[src/rtl/tanimoto_pkg.sv]
// Shared widths and helpers for the Tanimoto comparator.
// Widths derive from the fingerprint length in bits.
package tanimoto_pkg;

    localparam int VECTOR_WIDTH_DEF = 35;

    function automatic int cnt_width(input int w);
        return $clog2(w + 1);
    endfunction

    localparam int CNT_WIDTH = cnt_width(VECTOR_WIDTH_DEF);
    localparam int SUM_WIDTH = CNT_WIDTH + 1;
    localparam int RAM_DEPTH = 2 ** SUM_WIDTH;

endpackage

[src/rtl/tanimoto_comparator_if.sv]
// Count-triple input, threshold-RAM write port and pass/fail result
// of the Tanimoto comparator, bundled as one interface.
interface tanimoto_comparator_if
    import tanimoto_pkg::*;
#(
    parameter int VECTOR_WIDTH = VECTOR_WIDTH_DEF
);
    localparam int CW = cnt_width(VECTOR_WIDTH);
    localparam int SW = CW + 1;

    logic [CW-1:0] i_CntA;
    logic [CW-1:0] i_CntB;
    logic [CW-1:0] i_CntC;
    logic          i_Valid;
    logic [SW-1:0] i_BRAM_Addr;
    logic [SW-1:0] i_BRAM_Din;
    logic          i_BRAM_WrEn;
    logic          i_BRAM_En;
    logic          o_Dout;
    logic          o_Valid;

    modport master (
        output i_CntA, i_CntB, i_CntC, i_Valid,
        output i_BRAM_Addr, i_BRAM_Din, i_BRAM_WrEn, i_BRAM_En,
        input  o_Dout, o_Valid
    );

    modport slave (
        input  i_CntA, i_CntB, i_CntC, i_Valid,
        input  i_BRAM_Addr, i_BRAM_Din, i_BRAM_WrEn, i_BRAM_En,
        output o_Dout, o_Valid
    );

endinterface

[src/rtl/tanimoto_comparator_threshold_ram.sv]
// Simple dual-port threshold table: synchronous read-first read,
// no reset on contents so it maps onto block RAM.
module threshold_ram #(
    parameter int SUM_WIDTH = 7
) (
    input  logic                 clk,
    input  logic                 wr_en,
    input  logic [SUM_WIDTH-1:0] wr_addr,
    input  logic [SUM_WIDTH-1:0] wr_data,
    input  logic [SUM_WIDTH-1:0] rd_addr,
    output logic [SUM_WIDTH-1:0] rd_data
);
    localparam int DEPTH = 2 ** SUM_WIDTH;

    logic [SUM_WIDTH-1:0] mem [DEPTH];

    always_ff @(posedge clk) begin
        if (wr_en) begin
            mem[wr_addr] <= wr_data;
        end
    end

    // Separate read process: a same-address write returns the old entry
    always_ff @(posedge clk) begin
        rd_data <= mem[rd_addr];
    end

endmodule

[src/rtl/tanimoto_comparator.sv]
// Tanimoto decision stage: pass = C >= table[A+B], 3-cycle latency.
// TANIMOTO_CMP_OUTREG_EN adds one output register (latency 4).
module tanimoto_comparator
    import tanimoto_pkg::*;
#(
    parameter int VECTOR_WIDTH = VECTOR_WIDTH_DEF
) (
    input  logic                 clk,
    input  logic                 rst,
    tanimoto_comparator_if.slave bus
);
    localparam int CW = cnt_width(VECTOR_WIDTH);
    localparam int SW = CW + 1;

    logic [SW-1:0] sum_s1;
    logic [SW-1:0] c_s1;
    logic [SW-1:0] c_s2;
    logic [SW-1:0] thr_s2;
    logic          v_s1;
    logic          v_s2;
    logic          v_s3;
    logic          d_s3;
    logic          pass;
    logic          wr_en;

    assign wr_en = bus.i_BRAM_En & bus.i_BRAM_WrEn;

    always_ff @(posedge clk) begin
        if (rst) begin
            v_s1 <= 1'b0;
        end else begin
            v_s1 <= bus.i_Valid;
        end
        sum_s1 <= {1'b0, bus.i_CntA} + {1'b0, bus.i_CntB};
        c_s1   <= {1'b0, bus.i_CntC};
    end

    threshold_ram #(
        .SUM_WIDTH(SW)
    ) u_ram (
        .clk    (clk),
        .wr_en  (wr_en),
        .wr_addr(bus.i_BRAM_Addr),
        .wr_data(bus.i_BRAM_Din),
        .rd_addr(sum_s1),
        .rd_data(thr_s2)
    );

    always_ff @(posedge clk) begin
        if (rst) begin
            v_s2 <= 1'b0;
        end else begin
            v_s2 <= v_s1;
        end
        c_s2 <= c_s1;
    end

    // Gating with valid keeps the flag low in bubble cycles
    assign pass = v_s2 && (c_s2 >= thr_s2);

    always_ff @(posedge clk) begin
        if (rst) begin
            v_s3 <= 1'b0;
            d_s3 <= 1'b0;
        end else begin
            v_s3 <= v_s2;
            d_s3 <= pass;
        end
    end

`ifdef TANIMOTO_CMP_OUTREG_EN
    logic v_s4;
    logic d_s4;

    always_ff @(posedge clk) begin
        if (rst) begin
            v_s4 <= 1'b0;
            d_s4 <= 1'b0;
        end else begin
            v_s4 <= v_s3;
            d_s4 <= d_s3;
        end
    end

    assign bus.o_Valid = v_s4;
    assign bus.o_Dout  = d_s4;
`else
    assign bus.o_Valid = v_s3;
    assign bus.o_Dout  = d_s3;
`endif

endmodule

[src/flat_wrapper.sv]
// flat-port wrapper written by rule: the top's interface ports become plain ports
module tanimoto_comparator_flat import tanimoto_pkg::*;
#(
    parameter int VECTOR_WIDTH = VECTOR_WIDTH_DEF
)
  (clk, rst, bus_i_CntA, bus_i_CntB, bus_i_CntC, bus_i_Valid, bus_i_BRAM_Addr, bus_i_BRAM_Din, bus_i_BRAM_WrEn, bus_i_BRAM_En, bus_o_Dout, bus_o_Valid);
  tanimoto_comparator_if #(.VECTOR_WIDTH(VECTOR_WIDTH)) bus_i ();
  input  logic clk;
  input  logic rst;
  input wire logic [$bits(bus_i.i_CntA)-1:0] bus_i_CntA;
  input wire logic [$bits(bus_i.i_CntB)-1:0] bus_i_CntB;
  input wire logic [$bits(bus_i.i_CntC)-1:0] bus_i_CntC;
  input wire logic [$bits(bus_i.i_Valid)-1:0] bus_i_Valid;
  input wire logic [$bits(bus_i.i_BRAM_Addr)-1:0] bus_i_BRAM_Addr;
  input wire logic [$bits(bus_i.i_BRAM_Din)-1:0] bus_i_BRAM_Din;
  input wire logic [$bits(bus_i.i_BRAM_WrEn)-1:0] bus_i_BRAM_WrEn;
  input wire logic [$bits(bus_i.i_BRAM_En)-1:0] bus_i_BRAM_En;
  output wire logic [$bits(bus_i.o_Dout)-1:0] bus_o_Dout;
  output wire logic [$bits(bus_i.o_Valid)-1:0] bus_o_Valid;
  assign bus_i.i_CntA = bus_i_CntA;
  assign bus_i.i_CntB = bus_i_CntB;
  assign bus_i.i_CntC = bus_i_CntC;
  assign bus_i.i_Valid = bus_i_Valid;
  assign bus_i.i_BRAM_Addr = bus_i_BRAM_Addr;
  assign bus_i.i_BRAM_Din = bus_i_BRAM_Din;
  assign bus_i.i_BRAM_WrEn = bus_i_BRAM_WrEn;
  assign bus_i.i_BRAM_En = bus_i_BRAM_En;
  assign bus_o_Dout = bus_i.o_Dout;
  assign bus_o_Valid = bus_i.o_Valid;
  tanimoto_comparator #(.VECTOR_WIDTH(VECTOR_WIDTH)) u_core (.clk(clk), .rst(rst), .bus(bus_i));
endmodule
[config.mk]
export PLATFORM = sky130hd
export DESIGN_NAME = tanimoto_comparator_flat
export DESIGN_NICKNAME = d
export VERILOG_FILES = /design/src/rtl/tanimoto_pkg.sv /design/src/rtl/tanimoto_comparator_if.sv /design/src/rtl/tanimoto_comparator_threshold_ram.sv /design/src/rtl/tanimoto_comparator.sv /design/src/flat_wrapper.sv
export SDC_FILE = /design/constraint.sdc
export NUM_CORES = 1
export LEC_CHECK = 0
export CAP_MARGIN = 20
export CORE_MARGIN = 5
export CORE_UTILIZATION = 40
export DETAILED_ROUTE_END_ITERATION = 10
export GPL_TIMING_DRIVEN = 1
export HOLD_SLACK_MARGIN = 0.06
export SYNTH_ARGS = -nofsm -noshare
export SYNTH_HDL_FRONTEND = slang
export SYNTH_HIERARCHICAL = 1
export SYNTH_SLANG_ARGS = --single-unit
[constraint.sdc]
create_clock -name clk -period 3.8 [get_ports clk]
set_input_delay 1.14 -clock clk [delete_from_list [all_inputs] [get_ports clk]]
set_output_delay 1.14 -clock clk [all_outputs]
set_load 0.005 [all_outputs]
==> Word level (Yosys, flattened, before mapping) <==
Memory sizes are Yosys's and may differ from the RTL's. A register that Yosys moved wholly into a read port is not among the register bits.
Cells that the tools add are included.
{ "op_classes": {"n_reduce_logical": 1, "bitwise_logic": 1, "magnitude_cmp": 1, "n_mux": 2, "addsub": 1} }
{ "op_table": {"columns": ["op", "n"], "rows": [
  ["6-bit by 6-bit adder with 7-bit output", 1],
  ["6-bit by 7-bit greater-or-equal comparator with 1-bit output", 1],
  ["1-bit two-way mux", 2],
  ["1-bit AND", 1],
  ["1-bit logical AND", 1]
]} }
{ "word_totals": {"out_inout_bits": 2, "ff_bits": 23, "in_bits": 37, "mem_bits_rw": 896, "wordCells": 14, "mem_count": 1} }
{ "mem_list": {"columns": ["memory", "depth", "width", "read_ports", "rd_clocked_by_memory_dff", "write_ports", "line_no", "text"], "rows": [
  ["u_core.u_ram.mem", 128, 7, 1, 1, 1, "tanimoto_comparator_threshold_ram.sv:15", "logic [SUM_WIDTH-1:0] mem [DEPTH];"]
]} }

==> Logic depth before layout (Yosys ltp) <==
{ "depth": {"depth_word": 3, "ltp_mapped": 7, "ltp_nobuf": 6} }

==> Hierarchy <==
The synthesis kept the hierarchy.
{ "modules_own_cells": {"columns": ["module", "cells_per_inst", "n_inst", "area_per_inst_um2", "seq_area_each_um2"], "rows": [
  ["threshold_ram", 1453, 1, 34807.1, 27045.9],
  ["tanimoto_comparator", 70, 1, 843.3, 460.4]
]} }

==> Worst setup path before layout <==
OpenSTA, ideal clock, no wires.
{ "synth_path": {"path_kind": "input to register", "start": "input bus_i_BRAM_En", "end": "memory u_core.u_ram.mem[110][0], enable pin", "path_slack_ps": 998, "arrival_ps": 2442, "path_buffers": 2, "setup_time_ps": 360, "path_stages": 6, "t_required_ps": 3440, "path_cell_list": "and2_1 clkbuf_1 nor2b_1 nand3_1 clkbuf_1 nor2_1"} }
{ "synth_between": {"elab_chain_cells": 3} }
{ "synth_lines": {"columns": ["item", "line_no", "text"], "rows": [
  ["start: declaration", "flat_wrapper.sv:17", "input wire logic [$bits(bus_i.i_BRAM_En)-1:0] bus_i_BRAM_En;"],
  ["1-bit AND", "tanimoto_comparator.sv:26", "assign wr_en = bus.i_BRAM_En & bus.i_BRAM_WrEn;"],
  ["1-bit two-way mux", "tanimoto_comparator_threshold_ram.sv:18", "if (wr_en) begin"],
  ["1-bit two-way mux (implied by the code)", "tanimoto_comparator_threshold_ram.sv:19", "mem[wr_addr] <= wr_data;"],
  ["end: declaration", "tanimoto_comparator_threshold_ram.sv:15", null]
]} }
No other way between the ends.

==> results.md <==
- The post-cts repair resize count is 0.
- The total inserted antenna cells is 0.
- The leakage power figure is 13.1 nW.
- The final global-route overflow total is 0.
- The post-route clock period utilization is 82.1%.
- The maximum count of clock buffers along a single path is 3.
- The worst voltage drop across the vdd grid is 378 uV.
- The net count after synthesis is 1,573.
- In this run switching power makes up 22.4% of total power.
- The initial antenna violation count is 5.
- Data on the critical path is required at its endpoint by 4290 ps.
- Setup violations remaining at the end of the flow were counted as 0.
- The cell that appears most often on the critical path is mux4_2.
- The type of the worst setup path is flop to flop.
- Setup repair after global routing left no endpoint under its margin.
- The later pin in the worst-skew pair is clocked with a latency of 650 ps.
- TritonCTS built the clock tree.
- The critical path launch point is u_core/sum_s1[0].
- In the synthesized netlist, the number of instances is 1,523.
- After the first detailed-routing iteration, the DRC count stood at 1,884.
- The number of global-route vias before repair is 17,212.
- The flop and latch count out of synthesis is 926.
- In the final routed layout, each cell accounts on average for 27.5 um.
- The overall fraction of global-route tracks in use is 17.3%.
- The aggregate routed wire length is 82.1 mm.
- In the routed design, unresolved DRC markers number 0.
- The width of the die is 309 um.
- The run finished with clean final reports.
- The netlist uses 32 different library cells.
- For the pin with the worst max-slew slack, the measured transition is 978 ps.
- The master of the slowest instance on the critical path is mux4_2.
- Compared with the post-synthesis result, the final layout area differs by 16.9%.
- The power share of the sequential group is 49.3%.
- CTS built an H-tree with a depth of 3.
- The delay contributed by the slowest stage of the critical path is 580 ps.
- The cell internal power dissipation is 17.9 mW.
- The fraction of layout instances using a drive strength above 1 is 33.5%.
- The launch instance of the worst register-to-register path is u_core/sum_s1[0].
- The combinational share of power is 10.3%.
- The clock root buffer master is clkbuf_16.
- The area of the core region is 88,400 um2.
- Along the worst path, the maximum fanout reaches 31.
- Headroom to the max-slew limit came out at 34.7%.
- In this run the most critical hold path is launched from u_core/c_s1[1].
- The number of routed nets with antenna violations is 0.
- The final layout net count is 1,789.
- The analysis attributes to net switching a power of 5.17 mW.
- The count of non-filler cells in the finished layout is 2,984.
- The count of final max-slew check failures is 0.
- Sequential elements use 77.2% of the synthesized area.
- The number of buffers added to fix hold violations after cts is 0.
- The routed design could run at a clock period as short as 3120 ps.
- The worst setup path is captured at a flop.
- The die covers 95,200 um2.
- The number of setup buffers added after CTS is 0.
- The final setup TNS is 0 ps.
- The mapped netlist covers 35,700 um2.
- Counting the fill cells in the layout gives 7,190.
- The number of clock buffers added by TritonCTS is 95.
- The count of input and output buffers is 38.
- The clock transition time at the flip-flop clock pins of the worst setup and hold paths is 60 ps.
- Dividing the detail-routed via count by the number of cells gives 5.56.
- The clock network burns 40.5% of the power.
- The path class of the tightest hold or removal check is flop to flop.
- The number of rows created at floorplan is 109.
- Once placement completed, the tool counted placed cells totaling 2,807.
- Max-cap violations in this run came to 0.
- The critical path goes through buf_12 > buf_12 > mux4_2 > mux4_2 > mux4_2 > mux2_2.
- The clock skew is 33.8 ps.
- The count of yosys warnings during synthesis is 6.
- The sum of net half-perimeters after detailed placement is 51.8 mm.
- The clock sink count is 926.
- The final hold violation count is 0.
- Entering global routing, the biggest net connects 94 pins.
- During I/O placement, the number of pins put on the boundary was 39.
- The type of origin of the critical path is a flop.
- The initial core utilization is 40.3%.
- Dividing total power by cell area gives a power density of 554 nW/um2.
- The global-route wire length before repair is 121 mm.
- Derived from the worst setup path, the maximum achievable clock frequency is 321 MHz.
- Summing over every cut layer, the via total after detailed routing is 16,590.
- The die span in y is 309 um.
- Routability-driven placement finished with a final weighted congestion of 0.823.
- Data on the critical path arrives at its endpoint at 3610 ps.
- The first-pass detailed-route iteration total is 5.
- Summing internal, switching and leakage power gives 23.1 mW.
- The mean instance size in the synthesized netlist is 23.4 um2.
==> cell usage after synthesis <==
library cell,count,area (um2)
edfxtp_1,896,26900
mux4_2,294,6620
nor2_1,124,465
clkbuf_1,48,180
dfxtp_1,30,601
buf_4,15,113
nand2_1,14,52.6
buf_1,12,45.0
ha_1,12,150
nand3_1,12,60.1
nor2b_1,10,62.6
nor3_1,10,50.1
mux2_2,7,78.8
inv_1,6,22.5
nand2b_1,4,25.0
a211oi_1,3,22.5
a21oi_1,3,15.0
buf_2,3,15.0
nand4_1,3,18.8
o21ai_0,3,15.0
a21o_1,2,15.0
xnor2_1,2,17.5
a2111oi_2,1,15.0
and2_1,1,6.26
buf_6,1,11.3
fa_1,1,20.0
nor3b_1,1,7.51
o211ai_1,1,7.51
o21bai_1,1,7.51
o31a_1,1,8.76
or3_1,1,6.26
xor2_1,1,8.76
==> final cells by class <==
| type | count | area [um2] | area share, % |
|---|---|---|---|
| inverters | 6 | 22.5 | 0.0540 |
| repair buffers | 198 | 1760 | 4.23 |
| flip-flops and latches | 926 | 27500 | 66.0 |
| clock inverters | 58 | 614 | 1.47 |
| multi-input cells | 512 | 7760 | 18.6 |
| clock buffers | 119 | 2550 | 6.12 |
| well taps | 1165 | 1460 | 3.50 |
==> sequential cells by signal, indices dropped and copies added, names as in the netlist <==
register	flops
u_core/u_ram/mem	896
u_core/sum_s1	7
u_core/u_ram/rd_data	7
u_core/c_s1	6
u_core/c_s2	6
u_core/bus.o_Dout	1
u_core/bus.o_Valid	1
u_core/v_s1	1
u_core/v_s2	1
==> power groups by stage <==
| stage | combinational, mW | clock [mW] | sequential [mW] |
|---|---|---|---|
| 6_report | 2.37 | 9.35 | 11.4 |
| 5_1_grt | 2.49 | 10.0 | 11.4 |
| 4_1_cts | 2.40 | 9.54 | 11.4 |
| 3_5_place_dp | 2.40 | 0 | 11.6 |
| 3_3_place_gp | 2.38 | 0 | 11.6 |
| 2_1_floorplan | 1.50 | 0 | 11.5 |
==> path summary, 6_finish.rpt <==
kind                            slack (ps)  cells past startpoint                       to
worst max-delay path                   680                      6  u_core/u_ram/rd_data[6]
worst min-delay path                   340                      0           u_core/c_s2[1]
worst max register to register         680                      6  u_core/u_ram/rd_data[6]
worst min register to register         340                      0           u_core/c_s2[1]
==> critical path, delay by kind of cell, from the launching register on <==
family,cells,cell delay (ps)
buffers and inverters,2,480
flip-flops,1,450
multiplexers,4,1990
==> cells in the final DEF (no fill, tap or decap), drive strengths merged, types with 4 or more instances in the layout <==
| master | instances |
|---|---|
| buf | 167 |
| bufinv | 11 |
| clkbuf | 119 |
| clkdlybuf4s50 | 31 |
| clkinv | 41 |
| dfxtp | 30 |
| edfxtp | 896 |
| ha | 12 |
| inv | 11 |
| mux2 | 7 |
| mux4 | 294 |
| nand2 | 14 |
| nand2b | 4 |
| nand3 | 12 |
| nor2 | 124 |
| nor2b | 10 |
| nor3 | 10 |
==> cell families after synthesis <==
logic type / synth area share (%)
flops: 77.2
mux: 18.8
simple gates: 2.12
buf+inv: 1.08
compound gates: 0.298
fa+ha+maj: 0.477
xor+xnor: 0.0737
==> per-layer routing <==
metal / vias up / routed length (um) / global-route usage (%)
met5: - / 41 / 0
met4: 6 / 1210 / 3.28
met3: 93 / 5050 / 3.25
met2: 590 / 39500 / 27.3
met1: 9008 / 36300 / 25.9
li1: 6893 / - / -
==> per-stage QoR <==
step	instance area, um2	hold WS, ps	worst slack [ps]	util, %
after floorplan	35700	310	998	-
after global placement	38500	318	315	43.6
after detailed placement	38500	315	210	43.6
after CTS	41700	345	648	47.2
after global routing	41700	345	600	47.2
final	41700	337	681	47.2
Power figures use the tool's default switching activity.
